[config.mk]
export PLATFORM = sky130hd
export DESIGN_NAME = mul_iterative_unit_flat
export DESIGN_NICKNAME = d
export VERILOG_FILES = /design/src/rtl/mul_iterative_unit_pkg.sv /design/src/rtl/mul_iterative_unit_if.sv /design/src/rtl/mul_iterative_unit_shift_add_core.sv /design/src/rtl/mul_iterative_unit.sv /design/src/flat_wrapper.sv
export SDC_FILE = /design/constraint.sdc
export NUM_CORES = 1
export LEC_CHECK = 0
export CORE_MARGIN = 3
export CORE_UTILIZATION = 52
export CTS_BUF_LIST = sky130_fd_sc_hd__clkbuf_16
export DETAILED_ROUTE_END_ITERATION = 6
export GPL_TIMING_DRIVEN = 0
export HOLD_SLACK_MARGIN = 0.12
export PLACE_DENSITY = 0.78
export REMOVE_ABC_BUFFERS = 1
export SLEW_MARGIN = 20
export SYNTH_ARGS = -nofsm -noshare
export SYNTH_HDL_FRONTEND = slang
export SYNTH_HIERARCHICAL = 1
export SYNTH_SLANG_ARGS = --single-unit
export TNS_END_PERCENT = 5
[constraint.sdc]
create_clock -name clk -period 3.55 [get_ports clk]
set_clock_uncertainty 0.05 [all_clocks]
set_input_delay 0.8875 -clock clk [delete_from_list [all_inputs] [get_ports clk]]
set_output_delay 0.8875 -clock clk [all_outputs]
set_load 0.05 [all_outputs]
[src/rtl/mul_iterative_unit_pkg.sv]
// Shared opcode constants, FSM state and operation types for the iterative multiplier.
// The ALU_* encodings are the ones the instruction decoder drives on ALUControl.
package mul_iterative_unit_pkg;

  localparam logic [3:0] ALU_MUL   = 4'b0100;
  localparam logic [3:0] ALU_UMULL = 4'b0110;
  localparam logic [3:0] ALU_SMULL = 4'b1000;

  typedef enum logic [1:0] {
    StIdle,
    StRun,
    StFix,
    StDone
  } state_e;

  typedef enum logic [1:0] {
    OpMul,
    OpUmull,
    OpSmull
  } op_e;

  function automatic logic op_legal(input logic [3:0] ctrl);
    return (ctrl == ALU_MUL) || (ctrl == ALU_UMULL) || (ctrl == ALU_SMULL);
  endfunction

  // Illegal encodings map to OpMul; callers gate on op_legal() first.
  function automatic op_e op_decode(input logic [3:0] ctrl);
    op_e op;
    case (ctrl)
      ALU_UMULL: op = OpUmull;
      ALU_SMULL: op = OpSmull;
      default:   op = OpMul;
    endcase
    return op;
  endfunction

endpackage

[src/rtl/mul_iterative_unit_if.sv]
// Request/response bundle between the decode FSM (master) and the multiplier (slave).
interface mul_iterative_unit_if #(
  parameter int unsigned WIDTH = 32
) ();

  logic             start;
  logic [3:0]       ALUControl;
  logic [WIDTH-1:0] SrcA;
  logic [WIDTH-1:0] SrcB;
  logic             busy;
  logic             done;
  logic [WIDTH-1:0] ResultLo;
  logic [WIDTH-1:0] ResultHi;
  logic [1:0]       FlagsNZ;

  modport master (
    output start, ALUControl, SrcA, SrcB,
    input  busy, done, ResultLo, ResultHi, FlagsNZ
  );

  modport slave (
    input  start, ALUControl, SrcA, SrcB,
    output busy, done, ResultLo, ResultHi, FlagsNZ
  );

endinterface

[src/rtl/mul_iterative_unit_shift_add_core.sv]
// Unsigned shift-add datapath: one multiplier bit per step, LSB first.
// After WIDTH steps {acc, mplier} holds the full 2*WIDTH-bit product.
module mul_iterative_unit_shift_add_core #(
  parameter int unsigned WIDTH = 32
) (
  input  logic               clk_i,
  input  logic               reset_i,
  input  logic               load_i,
  input  logic               step_i,
  input  logic [WIDTH-1:0]   mcand_i,
  input  logic [WIDTH-1:0]   mplier_i,
  output logic [2*WIDTH-1:0] product_o,
  output logic               last_o
);

  localparam int unsigned CntW = (WIDTH > 1) ? $clog2(WIDTH) : 1;
  localparam logic [CntW-1:0] CntLast = CntW'(WIDTH - 1);

  logic [WIDTH-1:0] mcand_q, mcand_d;
  logic [WIDTH-1:0] acc_q, acc_d;
  logic [WIDTH-1:0] mplier_q, mplier_d;
  logic [CntW-1:0]  cnt_q, cnt_d;
  logic [WIDTH:0]   sum;

  always_comb begin
    sum      = {1'b0, acc_q} + (mplier_q[0] ? {1'b0, mcand_q} : '0);
    mcand_d  = mcand_q;
    acc_d    = acc_q;
    mplier_d = mplier_q;
    cnt_d    = cnt_q;
    if (load_i) begin
      mcand_d  = mcand_i;
      mplier_d = mplier_i;
      acc_d    = '0;
      cnt_d    = '0;
    end else if (step_i) begin
      // Shift {carry, acc, mplier} right by one; retired multiplier bits make room
      // for the low half of the product.
      acc_d    = sum[WIDTH:1];
      mplier_d = {sum[0], mplier_q[WIDTH-1:1]};
      cnt_d    = last_o ? cnt_q : cnt_q + 1'b1;
    end
  end

  always_ff @(posedge clk_i) begin
    if (reset_i) begin
      mcand_q  <= '0;
      acc_q    <= '0;
      mplier_q <= '0;
      cnt_q    <= '0;
    end else begin
      mcand_q  <= mcand_d;
      acc_q    <= acc_d;
      mplier_q <= mplier_d;
      cnt_q    <= cnt_d;
    end
  end

  assign last_o    = (cnt_q == CntLast);
  assign product_o = {acc_q, mplier_q};

endmodule

[src/rtl/mul_iterative_unit.sv]
// Multicycle MUL/UMULL/SMULL unit: FSM, sign handling and result/flag registers
// around an unsigned shift-add core. Signed operands are multiplied as magnitudes.
module mul_iterative_unit
  import mul_iterative_unit_pkg::*;
#(
  parameter int unsigned WIDTH = 32
) (
  input logic                 clk,
  input logic                 reset,
  mul_iterative_unit_if.slave bus
);

  state_e state_q, state_d;
  op_e    op_q, op_d;
  logic   sign_q, sign_d;

  logic [WIDTH-1:0] res_lo_q, res_lo_d;
  logic [WIDTH-1:0] res_hi_q, res_hi_d;
  logic [1:0]       flags_q, flags_d;

  logic               accept;
  logic               smull_req;
  logic [WIDTH-1:0]   mag_a, mag_b;
  logic [2*WIDTH-1:0] core_product;
  logic [2*WIDTH-1:0] fixed_product;
  logic               core_last;

  // Requests are only sampled when no operation is in flight.
  always_comb begin
    smull_req = (bus.ALUControl == ALU_SMULL);
    accept    = bus.start && op_legal(bus.ALUControl) &&
                ((state_q == StIdle) || (state_q == StDone));
    // 0x80..0 negates to itself, which read unsigned is exactly 2^(WIDTH-1).
    mag_a     = (smull_req && bus.SrcA[WIDTH-1]) ? -bus.SrcA : bus.SrcA;
    mag_b     = (smull_req && bus.SrcB[WIDTH-1]) ? -bus.SrcB : bus.SrcB;
  end

  mul_iterative_unit_shift_add_core #(
    .WIDTH (WIDTH)
  ) u_core (
    .clk_i     (clk),
    .reset_i   (reset),
    .load_i    (accept),
    .step_i    (state_q == StRun),
    .mcand_i   (mag_a),
    .mplier_i  (mag_b),
    .product_o (core_product),
    .last_o    (core_last)
  );

  always_comb begin
    state_d = state_q;
    unique case (state_q)
      StIdle: if (accept) state_d = StRun;
      StRun:  if (core_last) state_d = StFix;
      StFix:  state_d = StDone;
      StDone: state_d = accept ? StRun : StIdle;
      default: state_d = StIdle;
    endcase
  end

  always_comb begin
    op_d   = op_q;
    sign_d = sign_q;
    if (accept) begin
      op_d   = op_decode(bus.ALUControl);
      sign_d = smull_req && (bus.SrcA[WIDTH-1] ^ bus.SrcB[WIDTH-1]);
    end
  end

  always_comb begin
    fixed_product = sign_q ? -core_product : core_product;
    res_lo_d      = res_lo_q;
    res_hi_d      = res_hi_q;
    flags_d       = flags_q;
    if (state_q == StFix) begin
      res_lo_d = fixed_product[WIDTH-1:0];
      if (op_q == OpMul) begin
        res_hi_d = '0;
        flags_d  = {fixed_product[WIDTH-1], fixed_product[WIDTH-1:0] == '0};
      end else begin
        res_hi_d = fixed_product[2*WIDTH-1:WIDTH];
        flags_d  = {fixed_product[2*WIDTH-1], fixed_product == '0};
      end
    end
  end

  always_ff @(posedge clk) begin
    if (reset) begin
      state_q  <= StIdle;
      op_q     <= OpMul;
      sign_q   <= 1'b0;
      res_lo_q <= '0;
      res_hi_q <= '0;
      flags_q  <= 2'b00;
    end else begin
      state_q  <= state_d;
      op_q     <= op_d;
      sign_q   <= sign_d;
      res_lo_q <= res_lo_d;
      res_hi_q <= res_hi_d;
      flags_q  <= flags_d;
    end
  end

  always_comb begin
    bus.busy     = (state_q == StRun) || (state_q == StFix);
    bus.done     = (state_q == StDone);
    bus.ResultLo = res_lo_q;
    bus.ResultHi = res_hi_q;
    bus.FlagsNZ  = flags_q;
  end

endmodule

[src/flat_wrapper.sv]
// flat-port wrapper written by rule: the top's interface ports become plain ports
module mul_iterative_unit_flat import mul_iterative_unit_pkg::*;
#(
  parameter int unsigned WIDTH = 32
)
  (clk, reset, bus_start, bus_ALUControl, bus_SrcA, bus_SrcB, bus_busy, bus_done, bus_ResultLo, bus_ResultHi, bus_FlagsNZ);
  mul_iterative_unit_if #(.WIDTH(WIDTH)) bus_i ();
  input logic clk;
  input logic reset;
  input wire logic [$bits(bus_i.start)-1:0] bus_start;
  input wire logic [$bits(bus_i.ALUControl)-1:0] bus_ALUControl;
  input wire logic [$bits(bus_i.SrcA)-1:0] bus_SrcA;
  input wire logic [$bits(bus_i.SrcB)-1:0] bus_SrcB;
  output wire logic [$bits(bus_i.busy)-1:0] bus_busy;
  output wire logic [$bits(bus_i.done)-1:0] bus_done;
  output wire logic [$bits(bus_i.ResultLo)-1:0] bus_ResultLo;
  output wire logic [$bits(bus_i.ResultHi)-1:0] bus_ResultHi;
  output wire logic [$bits(bus_i.FlagsNZ)-1:0] bus_FlagsNZ;
  assign bus_i.start = bus_start;
  assign bus_i.ALUControl = bus_ALUControl;
  assign bus_i.SrcA = bus_SrcA;
  assign bus_i.SrcB = bus_SrcB;
  assign bus_busy = bus_i.busy;
  assign bus_done = bus_i.done;
  assign bus_ResultLo = bus_i.ResultLo;
  assign bus_ResultHi = bus_i.ResultHi;
  assign bus_FlagsNZ = bus_i.FlagsNZ;
  mul_iterative_unit #(.WIDTH(WIDTH)) u_core (.clk(clk), .reset(reset), .bus(bus_i));
endmodule
==> impl_metrics.toml <==
[worst_setup_path]
crit_fanout = 8
crit_required_ns = 3.84
worstPathArrival_ns = 3.79
end_kind = "flip-flop"
start_kind = "flip-flop"
startpoint = "u_core/u_core/mplier_q[5]"
r2r-start = "u_core/u_core/mplier_q[5]"
critPathKind = "flip-flop to flip-flop"

[final_layout]
diodes = 0
final_cell_mix = "nor2_1, dfxtp_1, clkdlybuf4s50_1, nand2_1, a21oi_1"
nets = 1703
instances_no_fill = 1880
design_area_um2 = 14200
drive_gt1_frac = 0.0700
final_core_util = 0.644
fillers = 1898
final_common_cell = "nor2_1"
syn_to_final_growth_pct = 20.3

[place]
post_dp_cell_area_um2 = 13300
dp_hpwl_um = 24100
port_buffers = 138
gp_congestion = 0.960
dpl.cell_count = 1842
post-place-ws_ns = -0.812

[routing]
routedWlPerCell_um = 17.4
dr_total_vias = 11200
viasPerCell = 5.96
drc = 0
finalWirelength_um = 32700
dr.pass1.iters = 5
drtIter0Drc = 1093
drtAntennaViolNets = 0

[sta]
fin_crit_sh = 0.984
layout_setup_ws_ns = 0.0563
setup_viol = 0
hold_violations = 0
fmax_mhz = 286
worst_slew_margin_rel = 0.413
rsz0062_at_grt = "true"
min_period_ns = 3.49
tightest_slew_ns = 0.875
drv_slew = 0

[clock_tree]
cts_made_buffers = 17
clk-insertion-delay-late_ns = 0.43
cts_root_buf = "clkbuf_16"
cts_max_path_buffers = 2
cts_hold_buf = 0
cts.htree.levels = 4
clk_pin_slew_ns = 0.06
cts_sinks = 172
cts_tree = "built"

[synth]
synth_edf_count = 0
synthCells = 1508
yosys.area.top_type = "dfxtp_1"
synth_seq_cells = 172
synth_ff_type = "dfxtp_1"
avgSynthCellArea_um2 = 7.84
yosys_warnings = 6
synth.top_cell.area_share = 0.291
yosysUniqueCellTypes = 85
syn_area_um2 = 11800
synth_area_leaders = "dfxtp_1, nor2_1, mux2i_1"
async_flop_share = 0
ys_seq_area_frac = 0.291

[floorplanning]
coreArea_um2 = 22100
io_pins = 139
die_h_um = 157
row_count = 54
fp.dieW_um = 157
start_util = 0.535
dieArea_um2 = 24600

[global_route]
antenna_found_initial = 0
grt_pass1_wl_um = 52000
grt_max_degree = 95
overflow = 0
grt_usage = 0.258
grt_pass1_vias = 10000

[power]
p_leak_nw = 5.34
ir_worst_vdd_mv = 0.284
power_per_cell_area_nw_per_um2 = 453

[worst_hold_path]
min-delay-path-class = "flip-flop to flip-flop"
worstHoldStart = "u_core/bus.ResultLo[31]"

[status]
status = "completed"

[flow_run]
cap_viol_max_count = 0
[kinds of logic (layout without fill, tap and decap cells)]
logic type	Yosys count	count (layout)	synth area share
AND/OR/NAND/NOR	593	593	0.244
AO/OA/AOI/OAI	352	352	0.199
flip-flops	172	172	0.291
XOR/XNOR	152	152	0.113
buffers and inverters	114	206	0.0373
multiplexers	82	82	0.0694
adder cells (fa/ha/maj)	43	43	0.0462
[sequential cells by signal (all words and copies together), names as in the netlist]
register	flops
u_core/u_core/acc_q	32
u_core/u_core/cnt_q	5
u_core/bus.ResultLo	32
u_core/u_core/mcand_q	32
u_core/state_q	2
u_core/bus.ResultHi	32
u_core/bus.FlagsNZ	2
u_core/u_core/mplier_q	32
u_core/sign_q	1
u_core/op_q	2
[timing repair]
action / CTS / global route
setup endpoints to repair: 21 / 10
buffers inserted: 4 / 4
resized for setup: 21 / 27
pin swaps: 4 / 2
[cells in the mapped netlist (all sizes together), types with 13 or more instances]
| library cell | n |
|---|---|
| nor2 | 242 |
| dfxtp | 172 |
| nand2 | 108 |
| a21oi | 100 |
| mux2i | 82 |
| xnor2 | 82 |
| xor2 | 70 |
| clkbuf | 67 |
| o21ai | 64 |
| ha | 42 |
| a211oi | 37 |
| and2 | 37 |
| nor3 | 34 |
| a22oi | 26 |
| inv | 25 |
| o31ai | 24 |
| nand3 | 23 |
| or4 | 23 |
| buf | 22 |
| nor4 | 22 |
| nor2b | 19 |
| nand4 | 17 |
| o41ai | 15 |
| or3 | 15 |
| and3 | 13 |
| nand2b | 13 |
[critical path, cell delays in order, from the launching register on]
cell	delay, ns
dfxtp_1	0.41
or4_4	0.61
or4_4	0.55
or4_4	0.54
o31a_1	0.29
xnor2_2	0.17
nand4b_1	0.13
nor4_2	0.28
nand4_1	0.14
a221oi_2	0.24
[routing by layer]
layer	GRT usage	routed length, um
met1	0.370	15300
met2	0.406	14800
met3	0.0390	2080
met4	0.0646	597
met5	0	0
[report_power, final]
group,internal (mW),leakage (nW),total (mW),switching [mW]
clock,1.16,0.291,1.94,0.777
sequential,2.07,1.39,2.23,0.166
combinational,0.875,3.66,2.27,1.40
total,4.10,5.34,6.44,2.34
[path summary, 6_finish.rpt]
path                            slack (ns)  cells after the start                      end
worst max-delay path                  0.06                      9    u_core/bus.FlagsNZ[0]
worst min-delay path                  0.43                      2  u_core/bus.ResultLo[31]
worst max register to register        0.06                      9    u_core/bus.FlagsNZ[0]
worst min register to register        0.43                      2  u_core/bus.ResultLo[31]
[layout make-up]
class	count	area, um^2	area share
clock buffers	17	425	0.0299
multi-input cells	1222	8170	0.574
clock inverters	13	175	0.0123
repair buffers	151	1540	0.108
inverters	25	101	0.00713
flip-flops and latches	172	3460	0.243
well taps	280	350	0.0246
[through the flow]
| stage | hold slack (ns) | TNS (ns) | power (mW) |
|---|---|---|---|
| after detailed placement | 0.421 | -13.41 | 4.35 |
| after CTS | 0.437 | -0.00541 | 6.36 |
| after floorplan | 0.385 | -123.94 | 3.71 |
| final | 0.431 | 0 | 6.44 |
| after global routing | 0.453 | -0.0608 | 6.72 |
| after global placement | 0.403 | -454.47 | 4.33 |
No activity file was read; power rests on OpenSTA's default activity.
